File: src/rtl/fsk_pkg.sv
// Shared definitions for the FSK symbol decoder: FSM encodings, bit-decision codes,
// bit-period overhead constants and the energy/tie decision helper.
package fsk_pkg;

  typedef enum logic [2:0] {
    IDLE      = 3'd0,
    CLEAR_AN  = 3'd1,
    INTEGRATE = 3'd2,
    SETTLE    = 3'd3,
    DECIDE    = 3'd4
  } fsk_state_t;

  typedef enum logic [1:0] {
    BIT0    = 2'd0,
    BIT1    = 2'd1,
    ERASURE = 2'd2
  } fsk_decision_t;

  localparam int SETTLE_CYCLES   = 2;
  // CLEAR_AN (1) + SETTLE (2) + DECIDE (1) cycles outside the integration window.
  localparam int OVERHEAD_CYCLES = 4;

  // The 33-bit sum cannot overflow, so a saturated analyzer still reads as high energy.
  function automatic fsk_decision_t decide_bit(input logic [31:0] f0,
                                               input logic [31:0] f1,
                                               input logic [32:0] thresh);
    logic [32:0] sum;
    sum = {1'b0, f0} + {1'b0, f1};
    if ((sum < thresh) || (f0 == f1)) return ERASURE;
    else if (f1 > f0) return BIT1;
    else return BIT0;
  endfunction

endpackage

File: src/rtl/fsk_bit_timer.sv
// Loadable down-counter; expired is high while the count sits at zero, so loading
// N-1 makes expired rise on the Nth cycle after the load edge.
module fsk_bit_timer #(
  parameter int WIDTH = 32
) (
  input  logic             clock,
  input  logic             clear,
  input  logic             load,
  input  logic [WIDTH-1:0] load_value,
  output logic             expired
);

  logic [WIDTH-1:0] count;

  always_ff @(posedge clock or negedge clear) begin
    if (!clear) begin
      count <= '0;
    end else if (load) begin
      count <= load_value;
    end else if (count != '0) begin
      count <= count - 1'b1;
    end
  end

  assign expired = (count == '0);

endmodule

File: src/rtl/fsk_symbol_decoder.sv
// FSK bit slicer: sequences the frequency analyzer once per bit period, decides bits,
// packs them LSB-first into words. FSK_SYMBOL_DECODER_STATS_EN adds erasure/word stats.
module fsk_symbol_decoder
  import fsk_pkg::*;
#(
  parameter int CLOCK_FREQUENCY    = 50000000,
  parameter int BIT_RATE           = 1000,
  parameter int MIN_ENERGY_PERCENT = 50,
  parameter int BITS_PER_WORD      = 8
) (
  input  logic                     clock,
  input  logic                     clear,
  input  logic                     start,
  input  logic                     stop,
  input  logic [31:0]              f0_value,
  input  logic [31:0]              f1_value,
  input  logic [31:0]              unknown,
  output logic                     analyzer_enable,
  output logic                     analyzer_clear,
  output logic [BITS_PER_WORD-1:0] word_data,
  output logic                     word_valid,
  input  logic                     word_ready,
  output logic                     word_overrun,
  output logic                     symbol_error,
  output logic                     busy,
`ifdef FSK_SYMBOL_DECODER_STATS_EN
  output logic [15:0]              erasure_count,
  output logic [15:0]              word_count,
  output logic [0:0]               unknown_ratio_flag,
`endif
  output logic [2:0]               debug_state
);

  // BIT_TICKS must be >= 8 so the integration window is at least 4 cycles long.
  localparam int BIT_TICKS       = CLOCK_FREQUENCY / BIT_RATE;
  localparam int INTEGRATE_TICKS = BIT_TICKS - OVERHEAD_CYCLES;
  localparam int THRESH          = INTEGRATE_TICKS * MIN_ENERGY_PERCENT / 100;
  localparam int CW              = 6;

  fsk_state_t               state, next_state;
  fsk_decision_t            decision;
  logic                     timer_load, timer_expired;
  logic [31:0]              timer_value;
  logic                     stop_pending, stop_now;
  logic [CW-1:0]            bit_count, count_next;
  logic [BITS_PER_WORD-1:0] shift_reg, shift_next;
  logic                     word_done, word_load;

  fsk_bit_timer #(.WIDTH(32)) u_timer (
    .clock      (clock),
    .clear      (clear),
    .load       (timer_load),
    .load_value (timer_value),
    .expired    (timer_expired)
  );

  assign decision    = decide_bit(f0_value, f1_value, 33'(THRESH));
  assign stop_now    = stop_pending | stop;
  assign debug_state = state;

  always_comb begin
    shift_next = shift_reg;
    count_next = bit_count;
    if (decision != ERASURE) begin
      shift_next = shift_reg | (BITS_PER_WORD'(decision == BIT1) << bit_count);
      count_next = bit_count + 1'b1;
    end
  end

  assign word_done = (state == DECIDE) && (decision != ERASURE) &&
                     (count_next == CW'(BITS_PER_WORD));
  assign word_load = word_done && (!word_valid || word_ready);

  always_ff @(posedge clock or negedge clear) begin
    if (!clear) state <= IDLE;
    else        state <= next_state;
  end

  always_comb begin
    next_state  = state;
    timer_load  = 1'b0;
    timer_value = '0;
    case (state)
      IDLE:      if (start) next_state = CLEAR_AN;
      CLEAR_AN: begin
        next_state  = INTEGRATE;
        timer_load  = 1'b1;
        timer_value = 32'(INTEGRATE_TICKS - 1);
      end
      INTEGRATE: if (timer_expired) begin
        next_state  = SETTLE;
        timer_load  = 1'b1;
        timer_value = 32'(SETTLE_CYCLES - 1);
      end
      SETTLE:    if (timer_expired) next_state = DECIDE;
      DECIDE:    next_state = stop_now ? IDLE : CLEAR_AN;
      default:   next_state = IDLE;
    endcase
  end

  // Analyzer clear stays released through SETTLE/DECIDE so its counts survive until sampled.
  always_comb begin
    analyzer_clear  = 1'b0;
    analyzer_enable = 1'b0;
    symbol_error    = 1'b0;
    busy            = (state != IDLE);
    case (state)
      INTEGRATE: begin
        analyzer_clear  = 1'b1;
        analyzer_enable = 1'b1;
      end
      SETTLE:    analyzer_clear = 1'b1;
      DECIDE: begin
        analyzer_clear = 1'b1;
        symbol_error   = (decision == ERASURE);
      end
      default: ;
    endcase
  end

  always_ff @(posedge clock or negedge clear) begin
    if (!clear) begin
      word_data    <= '0;
      word_valid   <= 1'b0;
      word_overrun <= 1'b0;
      stop_pending <= 1'b0;
      bit_count    <= '0;
      shift_reg    <= '0;
    end else begin
      if (word_valid && word_ready) word_valid <= 1'b0;
      if (state == IDLE) begin
        stop_pending <= 1'b0;
        if (start) begin
          word_overrun <= 1'b0;
          bit_count    <= '0;
          shift_reg    <= '0;
        end
      end else if (stop) begin
        stop_pending <= 1'b1;
      end
      if (state == DECIDE) begin
        if (decision == ERASURE) begin
          bit_count <= '0;
          shift_reg <= '0;
        end else if (word_done) begin
          bit_count <= '0;
          shift_reg <= '0;
          if (word_load) begin
            word_data  <= shift_next;
            word_valid <= 1'b1;
          end else begin
            word_overrun <= 1'b1;
          end
        end else begin
          bit_count <= count_next;
          shift_reg <= shift_next;
        end
        // Stopping discards the partial word.
        if (stop_now) begin
          bit_count    <= '0;
          shift_reg    <= '0;
          stop_pending <= 1'b0;
        end
      end
    end
  end

`ifdef FSK_SYMBOL_DECODER_STATS_EN
  logic [32:0] energy_sum;
  assign energy_sum = {1'b0, f0_value} + {1'b0, f1_value};

  always_ff @(posedge clock or negedge clear) begin
    if (!clear) begin
      erasure_count      <= '0;
      word_count         <= '0;
      unknown_ratio_flag <= '0;
    end else if ((state == IDLE) && start) begin
      erasure_count <= '0;
      word_count    <= '0;
    end else if (state == DECIDE) begin
      if ((decision == ERASURE) && (erasure_count != 16'hFFFF))
        erasure_count <= erasure_count + 16'd1;
      if (word_load && (word_count != 16'hFFFF))
        word_count <= word_count + 16'd1;
      unknown_ratio_flag <= ({1'b0, unknown} > energy_sum);
    end
  end
`else
  logic unused_unknown;
  assign unused_unknown = ^unknown;
`endif

endmodule
File: config.mk
export PLATFORM = sky130hd
export DESIGN_NAME = fsk_symbol_decoder
export DESIGN_NICKNAME = d
export VERILOG_FILES = /design/src/rtl/fsk_pkg.sv /design/src/rtl/fsk_bit_timer.sv /design/src/rtl/fsk_symbol_decoder.sv
export SDC_FILE = /design/constraint.sdc
export NUM_CORES = 1
export LEC_CHECK = 0
export BUFFER_PORTS_ARGS = -buffer_cell sky130_fd_sc_hd__buf_2
export CORE_ASPECT_RATIO = 0.9
export CORE_MARGIN = 2
export CORE_UTILIZATION = 46
export DETAILED_ROUTE_END_ITERATION = 10
export PLACE_DENSITY = 0.82
export SYNTH_ARGS = -nofsm -noshare
export SYNTH_HDL_FRONTEND = slang
export SYNTH_HIERARCHICAL = 1
export SYNTH_SLANG_ARGS = --single-unit
File: constraint.sdc
create_clock -name clock -period 3.2 [get_ports clock]
set_input_delay 0.16 -clock clock [delete_from_list [all_inputs] [get_ports clock]]
set_output_delay 0.16 -clock clock [all_outputs]
set_load 0.01 [all_outputs]
==> results of run 1 <==
==> per-stage QoR <==
stage	TNS [ns]	area, sq um	utilization, %	total power, mW
after floorplan	0	6417	-	1.374
after global placement	-4.063	7801	58.16	1.725
after detailed placement	-5.153	7801	58.16	1.742
after CTS	0	8193	61.08	2.805
after global routing	-1.016	8341	62.18	2.993
final	-0.01321	8341	62.18	2.839
==> routing by layer <==
layer  vias up  global-route usage [%]  wire [um]
met5         -                       0          0
met4         0                   6.227        283
li1       3312                       -          -
met2       262                   42.10       8617
met3        30                   3.723       1124
met1      3196                   34.49       8349
==> synth_stat cells, types with 14 or more instances <==
library cell and number:
inv_1 78, clkbuf_1 19, nand2b_1 14, nor4_1 21, nand3_1 28, nor3_1 28, ha_1 66, nand4_1 15
nor2_1 77, nor2b_1 18, nand2_1 62, o31ai_1 29, o21ai_0 37, a21oi_1 57, xnor2_1 30, dfrtp_1 60
==> placed cells by master, fill, tap and decap left out, types with 9 or more instances in the layout <==
master       n
o21bai_1    10
xnor2_1     30
nor3_1      28
clkbuf_16    9
a31oi_1     12
conb_1      24
nand4_1     15
buf_4      117
nor2_1      74
a21oi_1     53
o21ai_0     34
nand3_1     28
dfrtp_1     60
nor4_1      19
nand2_1     62
buf_2       83
o31ai_1     27
ha_1        64
inv_1       77
nand2b_1    14
nor2b_1     18
==> repair_timing <==
| action | CTS | global route |
|---|---|---|
| buffers inserted | 4 | 2 |
| hold buffers | 1 | 0 |
| endpoints found under the setup margin | 1 | 20 |
| resized for setup | 6 | 30 |
| pin swaps | 7 | 8 |
| hold endpoints to repair | 29 | 0 |
==> power breakdown <==
group          internal (mW)  switching, mW  leakage, nW
sequential             0.806         0.0695        0.690
clock                  0.700          0.346        0.151
combinational          0.434          0.484         3.03
==> worst max-delay path by stage <==
stage	to	slack, ns	cells past startpoint
after CTS	symbol_error	0.02	14
after global routing	symbol_error	-0.13	14
after floorplan	word_data[0]	0.02	14
final	word_data[0]	-0.01	16
after detailed placement	shift_reg[4]	-0.28	16
after global placement	shift_reg[5]	-0.22	16
==> kinds of logic (layout without fill, tap and decap cells) <==
logic type / after synthesis / in the layout
AO/OA/AOI/OAI: 208 / 208
flip-flops: 60 / 60
adder cells (fa/ha/maj): 67 / 67
AND/OR/NAND/NOR: 311 / 311
multiplexers: 16 / 16
XOR/XNOR: 37 / 37
other: 1 / 24
buffers and inverters: 109 / 301
==> tightest hold or removal path, stage by stage <==
cell	delay (ns)
buf_2	0.07
nor2_1	0.04
nor2_1	0.07
==> cell type report <==
class	instances	area, sq um	share of cell area, %
Sequential cell	60	1501	18.00
Multi-Input combinational cell	663	4617	55.36
Inverter	78	292.8	3.510
Clock inverter	6	87.58	1.050
Timing Repair Buffer	207	1393	16.70
Tap cell	168	210.2	2.520
Clock buffer	10	239.0	2.865
==> impl_results.md, run 1 <==
- DR DRC count: 0
- Clk_lat worst skew: 0.33 ns
- Fin crit share: 100.4%
- Worst EP arrival: 3.42 ns
- First-pass GRT wire length: a little over 30000 um
- H-tree depth: 3
- Xor and xnor area share after synthesis: 5.119%
- RSZ-0062 raised after global routing: yes
- Adder-cell share of the synthesized area: approximately an eighth
- Core area: between 10000 and 15000 sq um
- First drt pass iteration count: 5
- Post-synth top flop: dfrtp_1
- HP Class: input port to flip-flop
- Average wire per standard cell: roughly 15 um
- Filler cell count: about 1200
- Dpl hpwl: 14270 um
- DRT Wirelength: approximately 18000 um
- Peak VDD IR: between 0.2 and 0.25 mV
- I/O pins: ~120
- Vias per Instance: approximately 5.7
- Ys Warns: 6
- Post-Place Cells: 1170
- Area grow syn2layout: 31.74%
- Asr flop ratio synth: 100.0%
- CP delay by family, top: compound AO/OA/AOI/OAI gates
- Setup Viol. Count Final: 2
- Worst endpoint required time: between 3 and 4 ns
- Fin Clk Skew: approximately 0.0054 ns
- Leakage Power: ~3.9 nW
- Final hold viol count: 0
- R2R Setup Slk: between 0.4 and 0.5 ns
- Register area share after synthesis: a little under a quarter
- Max-Cap Viols: 0
- Share of cells above drive strength 1: between 20% and 30%
- Flops & latches, synth: 60
- Violated checks: setup timing
- Hold Crit Start: stop
- Syn_area_per_cell: roughly 7.8 sq um
- CP max-delay cell: or4_4
- Rows: 40
- CTS tree: yes
- Clock root buffer: clkbuf_16
- WHS Endpoint: stop_pending
- RePlAce Congestion: approximately 1
- CP Cell Sequence: buf_8 -> ha_4 -> inv_2 -> fa_2 -> o21ba_4 -> or4_4 -> a21boi_2 -> o22ai_2 -> buf_4 -> o211a_1 -> xnor2_1 -> o31a_1 -> nand4_4 -> buf_12 -> nand4_4 -> mux2_4
- Initial antenna violation count: 0
- Die X: 127.7 um
- Nets@finish: 1187
- Power density over the cells: ~340 nW/um^2
- Main combinational cell family by area after synthesis: simple AND/OR/NAND/NOR gates
- Gr ovfl total: 0
- Ant. Diodes: 0
- Slew Limit Fails: 0
- Area leader, netlist: dfrtp_1
- Post-synthesis mux area share: 3.162%
- Share of the synthesized area in the top cell type: 23.72%
- Top cell by count, worst path: nand4_4
- Sink Count: 60
- Synth unique cells: 80
- Largest register FFs: 32
- Input/output buffers: 85
- Non-Filler Instances: about 1200
- Worst setup startpoint: f0_value[0]
- Status: finished with violations
- Worst Setup End Kind: flip-flop
- Hold Path Depth: 3
- FF-to-FF Start: u_timer/count[0]
- Syn Std Cell Area: 6331 sq um
- Pre-CTS setup slack: -0.2826 ns
- Routed vias: around 7000
- Top post-synthesis cells by area: dfrtp_1, ha_1, inv_1
- Slew HR: between 50% and 60%
- Synth Area in Compound Gates: 21.72%
- CTS buffer count: 9
- R2R cell count: 12
- Final worst setup slack: -0.01179 ns
- Detailed Route Iter0 Violations: 570
- Post-Syn Instances: between 800 and 900
- Die area: between 10000 and 15000 sq um
- Hold slack: roughly 0.059 ns
- Largest net degree at the start of global routing: 39
- Clock slew at reported path FFs: about 0.050 ns
- Setup crit start kind: input port
- Detail Route Antenna Nets: 0
- Die Ht: roughly 120 um
- Crit path buf inv count: 4
- Vias in the first global route: ~6400
- Longest Clk Path Bufs: 2
- Fmax: about 310 MHz
- Starting density of the core: ~47%
- Simple-gate portion of the synthesized area: roughly 26%
- CP max FO: 8
- Gr usage total: 25.19%
- Worst flop-to-flop path endpoint: u_timer/count[9]
- Worst-margin pin slew: 0.7012 ns
- Crit Path Category: input port to flip-flop
- Post-synth EDFFs: 0
- CP peak stage delay: approximately 0.46 ns
- Clock period minus worst slack: approximately 3.2 ns
Power figures use the tool's default switching activity.
==> run 2: changes to the inputs <==
- PLACE_DENSITY: 0.82 -> 0.79
- clock period: 3.2 -> 3.8 ns (I/O delays scaled with it)
==> run 2 against run 1 <==
The run now ends clean. Die area unchanged. Count of clock-buffer cells in the layout did not move. Wire length down 12%. Combinational power decreased by 33%. Sequential cell count is the same. Final area is 11% lower. Total power down 20%. Critical path depth is 1 lower. Sequential power shrank 16%. Clock skew grew 0.0024 ns. Global-route usage is 2.4 points lower. Critical path type is now input port to output port. Largest cell class unchanged.
==> impl_results.md, run 2 (synthesized netlist as in run 1, its figures left out) <==
- Vias in the first global route: 5868 (-8.2%)
- Hold slack: 0.003543 ns (-0.05505 ns)
- Gr ovfl total: 0 (unchanged)
- Longest Clk Path Bufs: 2 (unchanged)
- CP peak stage delay: 0.45 ns (about the same)
- Filler cell count: 1259 (+7.9%)
- DR DRC count: 0 (unchanged)
- CP delay by family, top: compound AO/OA/AOI/OAI gates
- Area grow syn2layout: 17.04%
- Hold buffer count at CTS: 0 (-1)
- RePlAce Congestion: 1.022 (+3.6%)
- Final worst setup slack: 0.2342 ns (+0.2460 ns)
- Power density over the cells: 306.2 nW/um^2 (-10%)
- Detailed Route Iter0 Violations: 611 (+7.2%)
- I/O pins: 118 (unchanged)
- Final setup TNS: 0 ns (+0.01321 ns)
- Max-Cap Viols: 0 (unchanged)
- Status: finished, final reports clean
- Crit Path Category: input port to output port
- Most frequent cells in the layout: buf_2, inv_1, nor2_1
- Fmax: between 200 and 300 MHz
- Core area: 13410 sq um (unchanged)
- RSZ-0062 raised after global routing: no
- Rows: 40 (unchanged)
- Sink Count: 60 (unchanged)
- Leakage Power: 3.368 nW (-13%)
- R2R cell count: 11 (-1)
- CP Cell Sequence: buf_2 -> ha_1 -> inv_1 -> fa_1 -> o21ba_1 -> or4_4 -> a21oi_1 -> nor4_1 -> o21bai_1 -> o22ai_1 -> a211oi_1 -> and4_1 -> nand4_4 -> a21oi_1 -> buf_2
- Final hold viol count: 0 (unchanged)
- CP Depth: 15 (-1)
- Setup Viol. Count Final: 0 (-2)
- Gr usage total: 22.75% (-2.4 points)
- Fin Clk Skew: 0.007820 ns (+0.002422 ns)
- Area of the multi-input gates: 4488 sq um (-2.8%)
- Peak VDD IR: 0.2388 mV (+2.6%)
- Ant. Diodes: 0 (unchanged)
- Worst-margin pin slew: 0.8857 ns (+0.1845 ns)
- Routed vias: 6252 (-8.1%)
- Crit path buf inv count: 3 (-1)
- Input/output buffers: 85 (unchanged)
- Worst Setup End Kind: output port
- CP Capture Point: symbol_error
- Share of cells above drive strength 1: 16.38% (-10 points)
- Dpl hpwl: 12640 um (-11%)
- Slew Limit Fails: 0 (unchanged)
- Die area: 14720 sq um (unchanged)
- Slew HR: 40.21% (-13 points)
- Vias per Instance: 5.736 (+0.54%)
- Clock slew at reported path FFs: 0.05 ns (about the same)
- Initial antenna violation count: 0 (unchanged)
- Largest net degree at the start of global routing: 61 (+56%)
- Layout Utilization: 55.24% (-6.9 points)
- First-pass GRT wire length: 27470 um (-9.5%)
- Die X: 127.7 um (unchanged)
- Register area: 1501 sq um (unchanged)
- CP max-delay cell: or4_4
- Total setup buffers inserted after CTS: 0 (-4)
- Commonest non-fill, non-tap cell in the layout: buf_2
- R2R Setup Slk: 0.77 ns (+0.36 ns)
- FF-to-FF Start: u_timer/count[0]
- HP Class: input port to async pin
- Pre-CTS setup slack: 0.04483 ns (+0.3274 ns)
- Detail Route Antenna Nets: 0 (unchanged)
- Clk_lat worst skew: 0.33 ns (about the same)
- H-tree depth: 3 (unchanged)
- Largest register FFs: 32 (unchanged)
- Average wire per standard cell: 14.88 um (-3.5%)
- Clock period minus worst slack: around 3.6 ns
- Nets@finish: 1085 (-8.6%)
- Worst endpoint required time: 3.61 ns (+0.20 ns)
- DRT Wirelength: 16220 um (-12%)
- Worst EP arrival: 3.38 ns (-0.04 ns)
- Die Ht: 115.3 um (unchanged)
- CTS tree: yes
- Worst flop-to-flop path endpoint: u_timer/count[9]
- Starting density of the core: 47.20% (unchanged)
- Setup crit start kind: input port
- CTS buffer count: 9 (unchanged)
- Clock root buffer: clkbuf_16
- Fin crit share: between 90% and 100%
- CP max FO: 9 (+1)
- Worst setup startpoint: f0_value[0]
- Post-CTS Resized: 0 (-6)
- First drt pass iteration count: 5 (unchanged)
run 2: changes by cell type in the layout (fill, tap and decap cells not counted), sizes merged:
cell / before / now
dlygate4sd3: 1 / 0
clkinv: 1 / 3
clkinvlp: 3 / 0
buf: 206 / 105
bufinv: 2 / 3
run 2: cell type report:
cell class / instances / area share (%)
Timing Repair Buffer: 105 / 7.768
Clock inverter: 6 / 1.520
Tap cell: 168 / 2.837
Multi-Input combinational cell: 663 / 60.57
Clock buffer: 10 / 3.090
Inverter: 78 / 3.951
Sequential cell: 60 / 20.26
run 2: how the worst min path moves through the flow:
| stage | from | to |
|---|---|---|
| global placement | clear | u_timer/count[17] |
| CTS | clear | u_timer/count[19] |
| floorplan | clear | bit_count[0] |
| finish | clear | u_timer/count[19] |
| detailed placement | clear | u_timer/count[12] |
| global route | clear | u_timer/count[12] |
run 2: worst reg2reg max path, delay by kind of cell, from the launching register on:
kind | cells | cell delay, ns
AND/OR/NAND/NOR | 6 | 1.61
flip-flops | 1 | 0.41
multiplexers | 1 | 0.30
AO/OA/AOI/OAI | 2 | 0.23
adder cells (fa/ha/maj) | 1 | 0.22
buffers and inverters | 1 | 0.12
run 2: stage by stage:
| step | area [sq um] | cells | power [mW] |
|---|---|---|---|
| 3_5_place_dp | 7068 | 1074 | 1.342 |
| 4_1_cts | 7410 | 1090 | 2.274 |
| 3_3_place_gp | 7068 | 1074 | 1.333 |
| 6_report | 7410 | 1090 | 2.269 |
| 2_1_floorplan | 6417 | 832 | 1.157 |
| 5_1_grt | 7410 | 1090 | 2.393 |
run 2: report_power, final:
part,switching (mW),total (mW),internal (mW)
Clock,0.283,0.923,0.641
Sequential,0.0548,0.733,0.679
Combinational,0.357,0.612,0.255
run 2: layer usage:
| layer | GRT usage, % | up-vias | part of all wire [%] |
|---|---|---|---|
| met3 | 2.978 | 20 | 5.8 |
| met2 | 36.79 | 226 | 45 |
| met1 | 31.85 | 2887 | 47 |
| li1 | - | 3119 | - |
| met5 | 0 | - | 0 |
| met4 | 6.960 | 0 | 1.7 |
